<file path="config.mk">
export PLATFORM = sky130hd
export DESIGN_NAME = button_click_decoder
export DESIGN_NICKNAME = d
export VERILOG_FILES = /design/src/rtl/blackjack_ui_pkg.sv /design/src/rtl/button_hit_test.sv /design/src/rtl/button_click_decoder.sv
export SDC_FILE = /design/constraint.sdc
export NUM_CORES = 1
export LEC_CHECK = 0
export CAP_MARGIN = 20
export CORE_ASPECT_RATIO = 1.25
export CORE_MARGIN = 2
export CORE_UTILIZATION = 30
export CTS_CLUSTER_SIZE = 14
export DETAILED_ROUTE_END_ITERATION = 6
export GPL_ROUTABILITY_DRIVEN = 0
export HOLD_SLACK_MARGIN = 0.12
export MAX_ROUTING_LAYER = met4
export PLACE_DENSITY = 0.67
export REMOVE_ABC_BUFFERS = 1
export SETUP_SLACK_MARGIN = 0.2
export SYNTH_ARGS = -nofsm -noshare
export SYNTH_HDL_FRONTEND = slang
export SYNTH_SLANG_ARGS = --single-unit
</file>
<file path="constraint.sdc">
create_clock -name clk -period 0.8 [get_ports clk]
set_input_delay 0.08 -clock clk [delete_from_list [all_inputs] [get_ports clk]]
set_output_delay 0.08 -clock clk [all_outputs]
set_load 0.01 [all_outputs]
</file>
<file path="src/rtl/blackjack_ui_pkg.sv">
// rtl/blackjack_ui_pkg.sv - shared command type, button indices and hit regions for the click decoder
package blackjack_ui_pkg;

    typedef enum logic [1:0] {
        CMD_NONE  = 2'd0,
        CMD_DEAL  = 2'd1,
        CMD_HIT   = 2'd2,
        CMD_STAND = 2'd3
    } cmd_t;

    typedef enum logic [1:0] {
        ST_IDLE,
        ST_HOLD,
        ST_LOCKOUT
    } state_t;

    localparam int BTN_DEAL  = 0;
    localparam int BTN_HIT   = 1;
    localparam int BTN_STAND = 2;

    localparam logic [11:0] DEAL_X0  = 12'd100;
    localparam logic [11:0] DEAL_X1  = 12'd229;
    localparam logic [11:0] HIT_X0   = 12'd300;
    localparam logic [11:0] HIT_X1   = 12'd429;
    localparam logic [11:0] STAND_X0 = 12'd500;
    localparam logic [11:0] STAND_X1 = 12'd629;
    localparam logic [11:0] BTN_Y0   = 12'd650;
    localparam logic [11:0] BTN_Y1   = 12'd699;

    // Overlap resolution: DEAL wins over HIT, HIT over STAND.
    function automatic logic [2:0] pick_hover(input logic [2:0] hit);
        if (hit[BTN_DEAL])       return 3'b001;
        else if (hit[BTN_HIT])   return 3'b010;
        else if (hit[BTN_STAND]) return 3'b100;
        else                     return 3'b000;
    endfunction

    function automatic cmd_t hover_to_cmd(input logic [2:0] h);
        if (h[BTN_DEAL])       return CMD_DEAL;
        else if (h[BTN_HIT])   return CMD_HIT;
        else if (h[BTN_STAND]) return CMD_STAND;
        else                   return CMD_NONE;
    endfunction

endpackage

</file>
<file path="src/rtl/button_hit_test.sv">
// rtl/button_hit_test.sv - combinational inclusive-bounds hit test for one enabled button region
module button_hit_test #(
    parameter logic [11:0] X0 = 12'd1,
    parameter logic [11:0] X1 = 12'd1,
    parameter logic [11:0] Y0 = 12'd1,
    parameter logic [11:0] Y1 = 12'd1
) (
    input  logic [11:0] xpos,
    input  logic [11:0] ypos,
    input  logic        enable,
    output logic        hit
);

    assign hit = enable && (xpos >= X0) && (xpos <= X1) && (ypos >= Y0) && (ypos <= Y1);

endmodule

</file>
<file path="src/rtl/button_click_decoder.sv">
// rtl/button_click_decoder.sv - click-to-command decoder with hold/handshake; CLICK_LOCKOUT_EN adds post-command lockout
module button_click_decoder
    import blackjack_ui_pkg::*;
#(
    parameter int LOCKOUT_CYCLES = 6_500_000,
    parameter int CNT_W          = 23
) (
    input  logic        clk,
    input  logic        rst_n,
    input  logic        click,
    input  logic [11:0] xpos,
    input  logic [11:0] ypos,
    input  logic [2:0]  btn_enable,
    input  logic        cmd_ready,
    output logic        cmd_valid,
    output cmd_t        cmd,
    output logic [2:0]  hover,
    output logic [7:0]  drop_cnt
);

    if (LOCKOUT_CYCLES < 1 || LOCKOUT_CYCLES >= (2 ** CNT_W)) begin : g_bad_cfg
        $error("CNT_W too narrow for LOCKOUT_CYCLES");
    end

    // Assertion is asynchronous; release passes two flops before the FSM sees it.
    logic [1:0] rst_sync_q, rst_sync_d;
    logic       rst_int_n;

    always_comb rst_sync_d = {rst_sync_q[0], 1'b1};

    always_ff @(posedge clk or negedge rst_n) begin
        if (!rst_n) rst_sync_q <= 2'b00;
        else        rst_sync_q <= rst_sync_d;
    end

    assign rst_int_n = rst_sync_q[1];

    logic [2:0] hit;

    button_hit_test #(.X0(DEAL_X0), .X1(DEAL_X1), .Y0(BTN_Y0), .Y1(BTN_Y1)) u_hit_deal (
        .xpos(xpos), .ypos(ypos), .enable(btn_enable[BTN_DEAL]), .hit(hit[BTN_DEAL])
    );
    button_hit_test #(.X0(HIT_X0), .X1(HIT_X1), .Y0(BTN_Y0), .Y1(BTN_Y1)) u_hit_hit (
        .xpos(xpos), .ypos(ypos), .enable(btn_enable[BTN_HIT]), .hit(hit[BTN_HIT])
    );
    button_hit_test #(.X0(STAND_X0), .X1(STAND_X1), .Y0(BTN_Y0), .Y1(BTN_Y1)) u_hit_stand (
        .xpos(xpos), .ypos(ypos), .enable(btn_enable[BTN_STAND]), .hit(hit[BTN_STAND])
    );

    state_t     state_q, state_d;
    cmd_t       cmd_q, cmd_d;
    logic       cmd_valid_q, cmd_valid_d;
    logic [2:0] hover_q, hover_d;
    logic [7:0] drop_q, drop_d;
`ifdef CLICK_LOCKOUT_EN
    logic [CNT_W-1:0] cnt_q, cnt_d;
`endif

    always_comb begin
        state_d     = state_q;
        cmd_d       = cmd_q;
        cmd_valid_d = cmd_valid_q;
        hover_d     = pick_hover(hit);
        drop_d      = drop_q;
`ifdef CLICK_LOCKOUT_EN
        cnt_d       = cnt_q;
`endif
        if (click && state_q != ST_IDLE && drop_q != 8'hFF) begin
            drop_d = drop_q + 8'd1;
        end
        case (state_q)
            ST_IDLE: begin
                if (click && hover_d != 3'b000) begin
                    cmd_d       = hover_to_cmd(hover_d);
                    cmd_valid_d = 1'b1;
                    state_d     = ST_HOLD;
                end
            end
            ST_HOLD: begin
                if (cmd_ready) begin
                    cmd_d       = CMD_NONE;
                    cmd_valid_d = 1'b0;
`ifdef CLICK_LOCKOUT_EN
                    state_d     = ST_LOCKOUT;
                    cnt_d       = CNT_W'(LOCKOUT_CYCLES - 1);
`else
                    state_d     = ST_IDLE;
`endif
                end
            end
`ifdef CLICK_LOCKOUT_EN
            ST_LOCKOUT: begin
                if (cnt_q == '0) state_d = ST_IDLE;
                else             cnt_d   = cnt_q - 1'b1;
            end
`endif
            default: state_d = ST_IDLE;
        endcase
    end

    always_ff @(posedge clk or negedge rst_int_n) begin
        if (!rst_int_n) begin
            state_q     <= ST_IDLE;
            cmd_q       <= CMD_NONE;
            cmd_valid_q <= 1'b0;
            hover_q     <= 3'b000;
            drop_q      <= 8'd0;
`ifdef CLICK_LOCKOUT_EN
            cnt_q       <= '0;
`endif
        end else begin
            state_q     <= state_d;
            cmd_q       <= cmd_d;
            cmd_valid_q <= cmd_valid_d;
            hover_q     <= hover_d;
            drop_q      <= drop_d;
`ifdef CLICK_LOCKOUT_EN
            cnt_q       <= cnt_d;
`endif
        end
    end

    assign cmd_valid = cmd_valid_q;
    assign cmd       = cmd_q;
    assign hover     = hover_q;
    assign drop_cnt  = drop_q;

endmodule

</file>
==> flow_summary.json <==
{
  "vias_per_cell": 5.14,
  "routed_wl_um": 3340,
  "cts_root_buf": "clkbuf_4",
  "required_ns": 0.97,
  "violations": "hold timing, setup timing",
  "synth-seq-cells": 16,
  "drt_drc_violations_left": 0,
  "status": "finished, violations left",
  "setup_violations": 27,
  "ys_warn_count": 0,
  "seqCellArea_sq_um": 400,
  "via_count": 1100,
  "synth_top_area_share_pct": 47.5,
  "critPathArrivalTime_ns": 1.61,
  "reg2regPathDepth": 7,
  "grtUsageTotal_pct": 21.5,
  "maxCapViolCount": 0,
  "synthArstFlopShare_pct": 100,
  "ff2ff_setup_slack_ns": -0.64,
  "post-route-period-util_pct": 180,
  "io_buffers": 42,
  "cts_tree": "built",
  "cp_common_cell": "nand3_2",
  "grt_overflow": 0,
  "multi_input_area_sq_um": 634,
  "finalHoldViolCount": 2,
  "nets": 213,
  "fin_hold_ws_ns": -0.0573,
  "core_area_sq_um": 2680,
  "cts_made_buffers": 3,
  "power_mw": 1.88,
  "die_x_um": 51.4,
  "hp-class": "in -> async",
  "ys_types": 34,
  "synth_area_sq_um": 843,
  "cp_slowest_cell": "dfrtp_1",
  "start_util_pct": 31.5,
  "place_area_sq_um": 1500,
  "max_freq_mhz": 693,
  "worstPathMaxFanout": 3,
  "clk_path_buf_depth": 2,
  "die_y_um": 63.3,
  "power.density_nw_per_um2": 959,
  "htreeDepth": 1,
  "antenna_found_initial": 0,
  "numClockSinks": 16,
  "yosysSeqAreaShare_pct": 47.5,
  "final_cell_mix": "34 x buf_6, 34 x buf_4, 16 x dfrtp_1",
  "p_leak_nw": 0.934,
  "fin_skew_ns": 0.0163,
  "num_io_pins": 45,
  "r2r_end": "drop_cnt[5]",
  "syn_area_per_cell_sq_um": 10.3,
  "r2r_start": "drop_cnt[0]",
  "die_area_sq_um": 3250,
  "diodes": 0,
  "dp_hpwl_um": 2060,
  "rsz0062_at_grt": "true",
  "area_growth_pct": 133,
  "post_drt_wl_per_cell_um": 15.6,
  "crit_chain": "ha_4 > nand3_2 > o211ai_1 > buf_4 > nor2_4 > nand3_2 > xnor2_2",
  "slew_viol_final": 0,
  "crit_type": "reg -> reg",
  "min_period_ns": 1.44,
  "synth_area_leader_cell": "dfrtp_1",
  "drt_first_iter_violations": 17,
  "n_fill_cell": 206,
  "clk_latency_ns": 0.29,
  "ant_nets": 0,
  "setup_slack_ns": -0.642,
  "grt_pass1_wl_um": 5220,
  "cp_slowest_stage_delay_ns": 0.43,
  "irDropWorstVdd_v": 0.000577,
  "dr.pass1.iters": 6,
  "cp-end-kind": "flip-flop",
  "postLayoutCellArea_sq_um": 1960,
  "critPathLaunchType": "flip-flop",
  "synthCells": 82,
  "grt_pass1_vias": 1187,
  "drive_gt1_share_pct": 67.8,
  "rows": 21,
  "yosys_most_used_dff": "dfrtp_1",
  "synthTopCellsByArea": "dfrtp_1 47%, xnor2_1 4.2%, nand4_1 3.7%, nand2_1 3.1%, xor2_1 3.1%",
  "clk_pin_slew_ns": 0.11,
  "grt_max_degree": 15,
  "synth-edff-count": 0
}
==> synth_stat cells (2+ instances only) <==
cell / count
dfrtp_1: 16
nand2_1: 7
nand3_1: 5
nand4_1: 5
nor2_1: 5
nor3_1: 4
xnor2_1: 4
o211ai_1: 3
o21ai_0: 3
xor2_1: 3
inv_1: 2
nor4b_1: 2
o2111ai_1: 2
==> routing by layer <==
metal | vias to the layer above | wire (um) | GRT usage [%]
li1 | 506 | - | -
met1 | 536 | 1110 | 20.3
met2 | 50 | 2000 | 42.8
met3 | 8 | 158 | 1.66
met4 | 0 | 71 | 7.89
met5 | - | 0 | -
==> area by class of cell <==
class / count / share of cell area [%]
repair buffers: 94 / 42.7
multi-input cells: 64 / 32.3
flip-flops and latches: 16 / 20.4
well taps: 34 / 2.17
clock buffers: 4 / 1.85
inverters: 2 / 0.637
==> critical path: cells and delay by family, from the launching register on <==
kind                       cells  cell delay [ns]
adders and majority gates      1             0.18
DFF                            1             0.43
buffers and inverters          1             0.18
AOI/OAI and AO/OA              1             0.11
xor gates and xnor gates       1             0.14
and+or+nand+nor                3             0.26
==> per-stage QoR <==
step / cells / hold slack [ns] / utilization, % / TNS (ns) / setup WS, ns
2_1_floorplan: 82 / -0.216 / - / -6.37 / -0.700
3_3_place_gp: 184 / 0.169 / 56.0 / -12.33 / -0.924
3_5_place_dp: 184 / 0.172 / 56.0 / -12.86 / -0.991
4_1_cts: 205 / -0.0648 / 69.0 / -7.51 / -0.561
5_1_grt: 214 / -0.0636 / 73.3 / -10.0 / -0.707
6_report: 214 / -0.0573 / 73.3 / -8.68 / -0.642
==> state kept, by name, indices dropped and copies added (netlist names) <==
signal	cells
drop_cnt	8
cmd	2
rst_sync_q	2
cmd_valid	1
hover	3
==> report_power, final <==
part | total [mW] | leakage, nW | internal, mW | switching (mW)
Clock | 0.538 | 0.0210 | 0.277 | 0.261
Sequential | 0.839 | 0.217 | 0.825 | 0.0143
Combinational | 0.507 | 0.696 | 0.305 | 0.202
Total | 1.88 | 0.934 | 1.41 | 0.477
==> how the worst max path moves through the flow <==
stage | from | to | slack, ns
global placement | xpos[5] | cmd[0] | -0.92
detailed placement | xpos[5] | cmd[0] | -0.99
floorplan | drop_cnt[0] | drop_cnt[5] | -0.70
finish | drop_cnt[0] | drop_cnt[5] | -0.64
CTS | drop_cnt[1] | drop_cnt[5] | -0.56
global route | drop_cnt[1] | drop_cnt[5] | -0.71
==> timing repair <==
item	in CTS	in global routing
gates resized for setup	210	11
setup buffers	17	9
endpoints found under the setup margin	28	28
pin swaps	30	7
endpoints found under the hold margin	2	2
==> kinds of logic (layout without fill, tap and decap cells) <==
logic type	count (synthesis)	count (layout)	share of synthesized area, %
adders and majority gates	1	1	1.48
and+or+nand+nor	36	36	25.1
DFF	16	16	47.5
xor gates and xnor gates	7	7	7.27
AOI/OAI and AO/OA	19	19	17.4
buffers and inverters	2	100	0.891
other	1	1	0.445
Power figures use the tool's default switching activity.
